## src/rtl/hazard_sb_pkg.sv

```systemverilog
// Shared types and default sizing for the parametrised hazard unit.
//   fwd_sel_e : per-operand forwarding select driven onto ForwardE
//   *_DEF     : default register-address width, source count and counter width
package hazard_sb_pkg;

    localparam int unsigned AW_DEF   = 5;
    localparam int unsigned NSRC_DEF = 2;
    localparam int unsigned CW_DEF   = 32;

    typedef enum logic [1:0] {
        FWD_RF = 2'b00,
        FWD_W  = 2'b01,
        FWD_M  = 2'b10
    } fwd_sel_e;

endpackage

```

## src/rtl/hazard_sb_if.sv

```systemverilog
// Pipeline-to-hazard-unit bundle.
//   master : pipeline side, drives stage info and consumes stall/flush/forward
//   slave  : hazard unit side
interface hazard_sb_if #(
    parameter int unsigned AW   = 5,
    parameter int unsigned NSRC = 2,
    parameter int unsigned CW   = 32
);

    logic [NSRC*AW-1:0] RsD;
    logic [AW-1:0]      RdD;
    logic               RegWriteD;
    logic               LongD;
    logic [NSRC*AW-1:0] RsE;
    logic [AW-1:0]      RdE;
    logic [AW-1:0]      RdM;
    logic [AW-1:0]      RdW;
    logic               LoadE;
    logic               LoadM;
    logic               RegWriteM;
    logic               RegWriteW;
    logic               LongIssueE;
    logic               LongDone;
    logic [AW-1:0]      LongDoneRd;
    logic               mispredict;
    logic               PCstall;
    logic               waitM;

    logic [2*NSRC-1:0]  ForwardE;
    logic               StallF;
    logic               StallD;
    logic               StallE;
    logic               StallM;
    logic               FlushD;
    logic               FlushE;
    logic               LongBusy;
    logic [CW-1:0]      StallCycles;

    modport master (
        output RsD, RdD, RegWriteD, LongD, RsE, RdE, RdM, RdW,
               LoadE, LoadM, RegWriteM, RegWriteW, LongIssueE,
               LongDone, LongDoneRd, mispredict, PCstall, waitM,
        input  ForwardE, StallF, StallD, StallE, StallM, FlushD, FlushE,
               LongBusy, StallCycles
    );

    modport slave (
        input  RsD, RdD, RegWriteD, LongD, RsE, RdE, RdM, RdW,
               LoadE, LoadM, RegWriteM, RegWriteW, LongIssueE,
               LongDone, LongDoneRd, mispredict, PCstall, waitM,
        output ForwardE, StallF, StallD, StallE, StallM, FlushD, FlushE,
               LongBusy, StallCycles
    );

endinterface

```

## src/rtl/hazard_sb_scoreboard.sv

```systemverilog
// Per-register pending-write tracker for out-of-order long ops.
//   issue/issue_rd : long op leaves E toward the long unit
//   done/done_rd   : long unit completion
//   sb             : one pending bit per register (bit 0 tied low)
//   full           : outstanding count at MAX_LONG
//   busy           : at least one long op outstanding
module hazard_sb_scoreboard #(
    parameter int unsigned AW       = 5,
    parameter int unsigned MAX_LONG = 2
) (
    input  logic                 clk,
    input  logic                 rst_n,
    input  logic                 issue,
    input  logic [AW-1:0]        issue_rd,
    input  logic                 done,
    input  logic [AW-1:0]        done_rd,
    output logic [(1<<AW)-1:0]   sb,
    output logic                 full,
    output logic                 busy
);

    localparam int unsigned NREG = 1 << AW;
    localparam int unsigned CNTW = $clog2(MAX_LONG + 1);

    logic [NREG-1:0] sb_nxt;
    logic [CNTW-1:0] cnt;
    logic [CNTW-1:0] cnt_nxt;

    // Clear on completion first so a same-cycle issue to that register wins.
    always_comb begin
        sb_nxt = sb;
        if (done) begin
            sb_nxt[done_rd] = 1'b0;
        end
        if (issue && (issue_rd != '0)) begin
            sb_nxt[issue_rd] = 1'b1;
        end
        sb_nxt[0] = 1'b0;
    end

    // Issue and completion together leave the count unchanged; an orphan
    // completion at zero holds the count instead of wrapping.
    always_comb begin
        cnt_nxt = cnt;
        if (issue && !done) begin
            cnt_nxt = cnt + CNTW'(1);
        end else if (!issue && done && (cnt != '0)) begin
            cnt_nxt = cnt - CNTW'(1);
        end
    end

    always_ff @(posedge clk) begin
        if (!rst_n) begin
            sb  <= '0;
            cnt <= '0;
        end else begin
            assert (!(done && !issue && (cnt == '0)));
            sb  <= sb_nxt;
            cnt <= cnt_nxt;
        end
    end

    assign full = (cnt == CNTW'(MAX_LONG));
    assign busy = (cnt != '0);

endmodule

```

## src/rtl/hazard_sb.sv

```systemverilog
// Hazard unit for the five-stage RV32 core: M/W forwarding, load-use and
// scoreboard stalls, mispredict flush, memory-wait stall, stall perf counter.
//   clk, rst_n : clock, synchronous active-low reset
//   bus        : hazard_sb_if slave (decode/execute/memory info in,
//                forward selects, stalls, flushes, LongBusy, StallCycles out)
module hazard_sb
    import hazard_sb_pkg::*;
#(
    parameter int unsigned AW       = AW_DEF,
    parameter int unsigned NSRC     = NSRC_DEF,
    parameter int unsigned LOAD_LAT = 1,
    parameter int unsigned MAX_LONG = 2,
    parameter int unsigned CW       = CW_DEF
) (
    input  logic        clk,
    input  logic        rst_n,
    hazard_sb_if.slave  bus
);

    localparam int unsigned NREG = 1 << AW;

    logic [NSRC-1:0][AW-1:0] rs_d;
    logic [NSRC-1:0][AW-1:0] rs_e;
    logic [NSRC-1:0][1:0]    fwd;
    logic                    ld_stall;
    logic                    sb_stall;
    logic                    hz;
    logic                    stall_d;
    logic                    flush_e;
    logic                    issue;
    logic [NREG-1:0]         sb_vec;
    logic                    sb_full;
    logic                    long_busy;
    logic [CW-1:0]           stall_cnt;

    assign rs_d = bus.RsD;
    assign rs_e = bus.RsE;

    // Forwarding: M has priority over W; x0 always reads the regfile.
    always_comb begin
        fwd = '0;
        for (int i = 0; i < NSRC; i++) begin
            if (rs_e[i] == '0) begin
                fwd[i] = 2'(FWD_RF);
            end else if ((rs_e[i] == bus.RdM) && bus.RegWriteM) begin
                fwd[i] = 2'(FWD_M);
            end else if ((rs_e[i] == bus.RdW) && bus.RegWriteW) begin
                fwd[i] = 2'(FWD_W);
            end else begin
                fwd[i] = 2'(FWD_RF);
            end
        end
    end

    // Load-use: with LOAD_LAT==2 a load still in M also blocks decode.
    always_comb begin
        ld_stall = 1'b0;
        for (int i = 0; i < NSRC; i++) begin
            if (bus.LoadE && (bus.RdE != '0) && (rs_d[i] == bus.RdE)) begin
                ld_stall = 1'b1;
            end
            if ((LOAD_LAT == 2) && bus.LoadM && (bus.RdM != '0) &&
                (rs_d[i] == bus.RdM)) begin
                ld_stall = 1'b1;
            end
        end
    end

    // Scoreboard: RAW on any source, WAW on destination, structural on full.
    always_comb begin
        sb_stall = 1'b0;
        for (int i = 0; i < NSRC; i++) begin
            if ((rs_d[i] != '0) && sb_vec[rs_d[i]]) begin
                sb_stall = 1'b1;
            end
        end
        if (bus.RegWriteD && (bus.RdD != '0) && sb_vec[bus.RdD]) begin
            sb_stall = 1'b1;
        end
        if (bus.LongD && sb_full) begin
            sb_stall = 1'b1;
        end
    end

    assign hz      = ld_stall | sb_stall;
    assign stall_d = hz | bus.waitM;
    // A held E stage must keep its instruction, so the bubble waits for waitM.
    assign flush_e = bus.mispredict | (hz & ~bus.waitM);
    assign issue   = bus.LongIssueE & ~bus.waitM & ~flush_e;

    hazard_sb_scoreboard #(
        .AW       (AW),
        .MAX_LONG (MAX_LONG)
    ) u_scoreboard (
        .clk      (clk),
        .rst_n    (rst_n),
        .issue    (issue),
        .issue_rd (bus.RdE),
        .done     (bus.LongDone),
        .done_rd  (bus.LongDoneRd),
        .sb       (sb_vec),
        .full     (sb_full),
        .busy     (long_busy)
    );

    // Reset forces a bubble: no stalls, both flushes high, regfile operands.
    always_comb begin
        bus.ForwardE = '0;
        bus.StallF   = 1'b0;
        bus.StallD   = 1'b0;
        bus.StallE   = 1'b0;
        bus.StallM   = 1'b0;
        bus.FlushD   = 1'b1;
        bus.FlushE   = 1'b1;
        if (rst_n) begin
            bus.ForwardE = fwd;
            bus.StallF   = hz | bus.PCstall | bus.waitM;
            bus.StallD   = stall_d;
            bus.StallE   = bus.waitM;
            bus.StallM   = bus.waitM;
            bus.FlushD   = bus.mispredict;
            bus.FlushE   = flush_e;
        end
    end

    // Saturating count of decode-stall cycles.
    always_ff @(posedge clk) begin
        if (!rst_n) begin
            stall_cnt <= '0;
        end else if (stall_d && (stall_cnt != {CW{1'b1}})) begin
            stall_cnt <= stall_cnt + CW'(1);
        end
    end

    assign bus.LongBusy    = long_busy;
    assign bus.StallCycles = stall_cnt;

endmodule

```

## src/flat_wrapper.sv

```systemverilog
// flat-port wrapper written by rule: the top's interface ports become plain ports
module hazard_sb_flat import hazard_sb_pkg::*;
#(
    parameter int unsigned AW       = AW_DEF,
    parameter int unsigned NSRC     = NSRC_DEF,
    parameter int unsigned LOAD_LAT = 1,
    parameter int unsigned MAX_LONG = 2,
    parameter int unsigned CW       = CW_DEF
)
  (clk, rst_n, bus_RsD, bus_RdD, bus_RegWriteD, bus_LongD, bus_RsE, bus_RdE, bus_RdM, bus_RdW, bus_LoadE, bus_LoadM, bus_RegWriteM, bus_RegWriteW, bus_LongIssueE, bus_LongDone, bus_LongDoneRd, bus_mispredict, bus_PCstall, bus_waitM, bus_ForwardE, bus_StallF, bus_StallD, bus_StallE, bus_StallM, bus_FlushD, bus_FlushE, bus_LongBusy, bus_StallCycles);
  hazard_sb_if #(.AW(AW), .NSRC(NSRC), .CW(CW)) bus_i ();
  input  logic clk;
  input  logic rst_n;
  input wire logic [$bits(bus_i.RsD)-1:0] bus_RsD;
  input wire logic [$bits(bus_i.RdD)-1:0] bus_RdD;
  input wire logic [$bits(bus_i.RegWriteD)-1:0] bus_RegWriteD;
  input wire logic [$bits(bus_i.LongD)-1:0] bus_LongD;
  input wire logic [$bits(bus_i.RsE)-1:0] bus_RsE;
  input wire logic [$bits(bus_i.RdE)-1:0] bus_RdE;
  input wire logic [$bits(bus_i.RdM)-1:0] bus_RdM;
  input wire logic [$bits(bus_i.RdW)-1:0] bus_RdW;
  input wire logic [$bits(bus_i.LoadE)-1:0] bus_LoadE;
  input wire logic [$bits(bus_i.LoadM)-1:0] bus_LoadM;
  input wire logic [$bits(bus_i.RegWriteM)-1:0] bus_RegWriteM;
  input wire logic [$bits(bus_i.RegWriteW)-1:0] bus_RegWriteW;
  input wire logic [$bits(bus_i.LongIssueE)-1:0] bus_LongIssueE;
  input wire logic [$bits(bus_i.LongDone)-1:0] bus_LongDone;
  input wire logic [$bits(bus_i.LongDoneRd)-1:0] bus_LongDoneRd;
  input wire logic [$bits(bus_i.mispredict)-1:0] bus_mispredict;
  input wire logic [$bits(bus_i.PCstall)-1:0] bus_PCstall;
  input wire logic [$bits(bus_i.waitM)-1:0] bus_waitM;
  output wire logic [$bits(bus_i.ForwardE)-1:0] bus_ForwardE;
  output wire logic [$bits(bus_i.StallF)-1:0] bus_StallF;
  output wire logic [$bits(bus_i.StallD)-1:0] bus_StallD;
  output wire logic [$bits(bus_i.StallE)-1:0] bus_StallE;
  output wire logic [$bits(bus_i.StallM)-1:0] bus_StallM;
  output wire logic [$bits(bus_i.FlushD)-1:0] bus_FlushD;
  output wire logic [$bits(bus_i.FlushE)-1:0] bus_FlushE;
  output wire logic [$bits(bus_i.LongBusy)-1:0] bus_LongBusy;
  output wire logic [$bits(bus_i.StallCycles)-1:0] bus_StallCycles;
  assign bus_i.RsD = bus_RsD;
  assign bus_i.RdD = bus_RdD;
  assign bus_i.RegWriteD = bus_RegWriteD;
  assign bus_i.LongD = bus_LongD;
  assign bus_i.RsE = bus_RsE;
  assign bus_i.RdE = bus_RdE;
  assign bus_i.RdM = bus_RdM;
  assign bus_i.RdW = bus_RdW;
  assign bus_i.LoadE = bus_LoadE;
  assign bus_i.LoadM = bus_LoadM;
  assign bus_i.RegWriteM = bus_RegWriteM;
  assign bus_i.RegWriteW = bus_RegWriteW;
  assign bus_i.LongIssueE = bus_LongIssueE;
  assign bus_i.LongDone = bus_LongDone;
  assign bus_i.LongDoneRd = bus_LongDoneRd;
  assign bus_i.mispredict = bus_mispredict;
  assign bus_i.PCstall = bus_PCstall;
  assign bus_i.waitM = bus_waitM;
  assign bus_ForwardE = bus_i.ForwardE;
  assign bus_StallF = bus_i.StallF;
  assign bus_StallD = bus_i.StallD;
  assign bus_StallE = bus_i.StallE;
  assign bus_StallM = bus_i.StallM;
  assign bus_FlushD = bus_i.FlushD;
  assign bus_FlushE = bus_i.FlushE;
  assign bus_LongBusy = bus_i.LongBusy;
  assign bus_StallCycles = bus_i.StallCycles;
  hazard_sb #(.AW(AW), .NSRC(NSRC), .LOAD_LAT(LOAD_LAT), .MAX_LONG(MAX_LONG), .CW(CW)) u_core (.clk(clk), .rst_n(rst_n), .bus(bus_i));
endmodule
```

## config.mk

```make
export PLATFORM = sky130hd
export DESIGN_NAME = hazard_sb_flat
export DESIGN_NICKNAME = d
export VERILOG_FILES = /design/src/rtl/hazard_sb_pkg.sv /design/src/rtl/hazard_sb_if.sv /design/src/rtl/hazard_sb_scoreboard.sv /design/src/rtl/hazard_sb.sv /design/src/flat_wrapper.sv
export SDC_FILE = /design/constraint.sdc
export NUM_CORES = 1
export LEC_CHECK = 0
export BUFFER_PORTS_ARGS = -buffer_cell sky130_fd_sc_hd__buf_2
export CAP_MARGIN = 20
export CORE_UTILIZATION = 55
export DETAILED_ROUTE_END_ITERATION = 10
export PLACE_DENSITY = 0.81
export SLEW_MARGIN = 20
export SYNTH_ARGS = -nofsm -noshare
export SYNTH_HDL_FRONTEND = slang
export SYNTH_SLANG_ARGS = --single-unit
```

## constraint.sdc

```tcl
create_clock -name clk -period 7 [get_ports clk]
set_clock_uncertainty 0.2 [all_clocks]
set_input_delay 0.35 -clock clk [delete_from_list [all_inputs] [get_ports clk]]
set_output_delay 0.35 -clock clk [all_outputs]
set_load 0.03 [all_outputs]
```

==> metrics <==
status=completed; placement-stage cell area=5015 sq um; Hold WC Path Type=input pin to flip-flop; cts-stage hold buffer count=0; post-DP HPWL=9141 um; Top FF cell, synth=dfxtp_1; number of global-route vias before repair=4252; switching part of the total=29.06%; Register-to-Register Path Depth=8; FMAX=0.2964 GHz; Post-synth EDFFs=0; Synth Register Bits=65; worst r2r src=u_core.bus.StallCycles[3]; area leader, netlist=dfxtp_1; final-report hold violation count=0; total CTS buffers=9; Via Count=4634; synth top area cells=dfxtp_1 29%, mux4_2 5.0%, mux2i_1 4.6%; Max VDD drop=0.1071 mV; sequential share of power=44.0%; Sink Count=65; CTS tree=done; crit path DAT=3450 ps; post-synth top area share=28.62%; Syn Nets=586; internal power=607.9 uW; CTS max path bufs=2; number of routed nets with antenna violations=0; Post-Syn Area=4547 sq um; maximum fanout along the worst path=48; Syn Area/Cell=8.628 sq um; Placer Congestion=0.9397; Tightest Pin Transition=946.1 ps; clock-pin slew on the worst setup and hold paths=80 ps; GRT overflow=0; clock latency on the worst-skew pair=350 ps; First DRT Iteration DRCs=542; Critical Path RT=7080 ps; final-report setup violation count=0; RSZ-0062 raised after global routing=no; Psw=249.1 uW; count of cell types in the netlist=56; fin crit share=48.19%; kind of critical path=flip-flop to flip-flop; die area=8635 sq um; Max Slew Vio Count=0; critical path startpoint category=flip-flop; Root Driver=clkbuf_8; area grow syn2layout=14.97%; largest net degree at the start of global routing=61; setup TNS after final layout=0 ps; NumNets Final=662; core box area=7848 sq um; Logic pwr share=15.9%; fin crit period=3373 ps; chip height=92.93 um; Synthesis Warnings=0; DRC errors left=0; H-tree depth=3; initial antenna violation count=0; Synth Instances=527; Max-cap violations=0; end point of the critical path=u_core.bus.StallCycles[7]; WL final=12750 um; GRT Util Overall=29.73%; # Post-CTS Setup Buffers=0; R2R Path End=u_core.bus.StallCycles[7]; share of layout cells above drive strength 1=23.03%; DR WL/cell=17.96 um; clock share of power=40.1%; io pins=101; crit path launch=u_core.bus.StallCycles[3]; PD cells=163.9 nW/um^2; Port Buf Inserts=99; Pleak=2.029 nW; sequential share of the synthesized area=28.62%; first-pass GRT wire length=20360 um; Resized cells post-CTS=0; FFs w/ async S/R, synth=0%; first-pass detailed-route iteration total=6; hold path cells=3; Setup crit end kind=flip-flop; Rows=32; Antenna Cells=0; routed vias/inst=6.527; slew margin rel.=36.79%; r2r setup slk=3630 ps; design area=5228 sq um; die width=92.93 um; Initial Utilization=57.94%
-- area by class of cell --
type	instances	area (sq um)
Clock buffer	11	151.4
Clock inverter	5	61.31
Fill cell	668	2620
Inverter	16	60.06
Multi-Input combinational cell	409	3008
Sequential cell	65	1301
Tap cell	102	127.6
Timing Repair Buffer	102	518.0
-- metrics by stage --
stage	utilization, %	hold slack (ps)	power, mW	setup WS [ps]	std cells
final	66.61	200.7	0.8570	3627	710
after global placement	63.90	276.8	0.5149	3349	694
after detailed placement	63.90	293.3	0.5197	3316	694
after global routing	66.61	222.7	0.8907	3422	710
after floorplan	-	281.6	0.4753	3934	527
after CTS	66.61	193.4	0.8565	3637	710
-- how the worst min path moves through the flow --
stage | from | endpoint | slack [ps]
2_1_floorplan | u_core.u_scoreboard.sb[17] | u_core.u_scoreboard.sb[17] | 280
4_1_cts | bus_LongDone | u_core.u_scoreboard.cnt[0] | 190
5_1_grt | bus_LongDone | u_core.u_scoreboard.cnt[0] | 220
6_report | bus_LongDone | u_core.u_scoreboard.cnt[0] | 200
3_3_place_gp | u_core.bus.StallCycles[27] | u_core.bus.StallCycles[27] | 280
3_5_place_dp | u_core.bus.StallCycles[8] | u_core.bus.StallCycles[8] | 290
-- cells in the mapped netlist (3+ instances only) --
| master | count |
|---|---|
| o31ai_1 | 21 |
| nand2_1 | 51 |
| a32o_1 | 14 |
| nand3b_1 | 4 |
| or4_1 | 18 |
| and4_1 | 5 |
| nor3_1 | 9 |
| clkbuf_1 | 25 |
| mux2_2 | 3 |
| dfxtp_1 | 65 |
| mux4_1 | 7 |
| buf_6 | 3 |
| a31oi_1 | 3 |
| or2_2 | 3 |
| o211ai_1 | 16 |
| and3_1 | 11 |
| nor3b_1 | 6 |
| nand4b_1 | 7 |
| xnor2_1 | 22 |
| mux4_2 | 10 |
| mux2i_1 | 21 |
| and2_1 | 3 |
| a21oi_1 | 27 |
| buf_2 | 7 |
| nand3_1 | 31 |
| nor2_1 | 18 |
| o21ai_0 | 18 |
| nand2b_1 | 12 |
| xor2_1 | 9 |
| nor2b_1 | 4 |
| or3_1 | 13 |
| nand4_1 | 9 |
| inv_1 | 16 |
| nor4_1 | 8 |
-- power by group through the flow --
stage | Clock, mW | Combinational (mW) | Sequential, mW
2_1_floorplan | 0 | 0.0859 | 0.389
3_3_place_gp | 0 | 0.130 | 0.385
3_5_place_dp | 0 | 0.134 | 0.385
4_1_cts | 0.345 | 0.135 | 0.377
5_1_grt | 0.366 | 0.148 | 0.378
6_report | 0.344 | 0.136 | 0.377
-- cells in the final DEF (no fill, tap or decap), drive strengths merged, types with 4 or more instances in the layout --
cell type / n
nand4b: 7
mux2i: 21
nor3b: 6
mux4: 17
o211ai: 16
nand2b: 12
o31ai: 21
buf: 102
xor2: 9
a21oi: 27
nor4: 8
nand3b: 4
nand4: 9
nand2: 51
nor2b: 4
xnor2: 22
nand3: 33
nor3: 9
clkbuf: 11
and3: 11
o41ai: 4
inv: 18
nor2: 18
a32o: 14
dfxtp: 65
o21ai: 18
or4: 18
and4: 5
or3: 13
-- cell families (layout without fill, tap and decap cells) --
family          count (synthesis)  after routing  synth area share, %
compound gates                120            120                18.96
xor+xnor                       31             31                5.971
fa+ha+maj                       1              1               0.2751
buf+inv                        53            134                5.228
flops                          65             65                28.62
mux                            41             41                14.36
simple gates                  216            216                26.58
-- layer usage --
layer | vias up | routed length (um) | GRT usage (%)
li1 | 2179 | - | -
met1 | 2186 | 5488 | 39.58
met2 | 232 | 5950 | 47.24
met3 | 37 | 960 | 5.419
met4 | 0 | 352 | 12.44
met5 | - | 0 | 0
-- worst max-delay path, stage by stage (launching register included) --
cell     delay (ps)
dfxtp_1         430
and4_1          280
nand3_1         120
nor4_1          630
nand2_1         180
or2_2           320
a21bo_2         730
o21ai_0         210
a21oi_1         160
-- flip-flops by register name, indices dropped and copies added (netlist names) --
signal	count
u_core.bus.StallCycles	32
u_core.u_scoreboard.sb	31
u_core.u_scoreboard.cnt	2
Power figures use the tool's default switching activity.
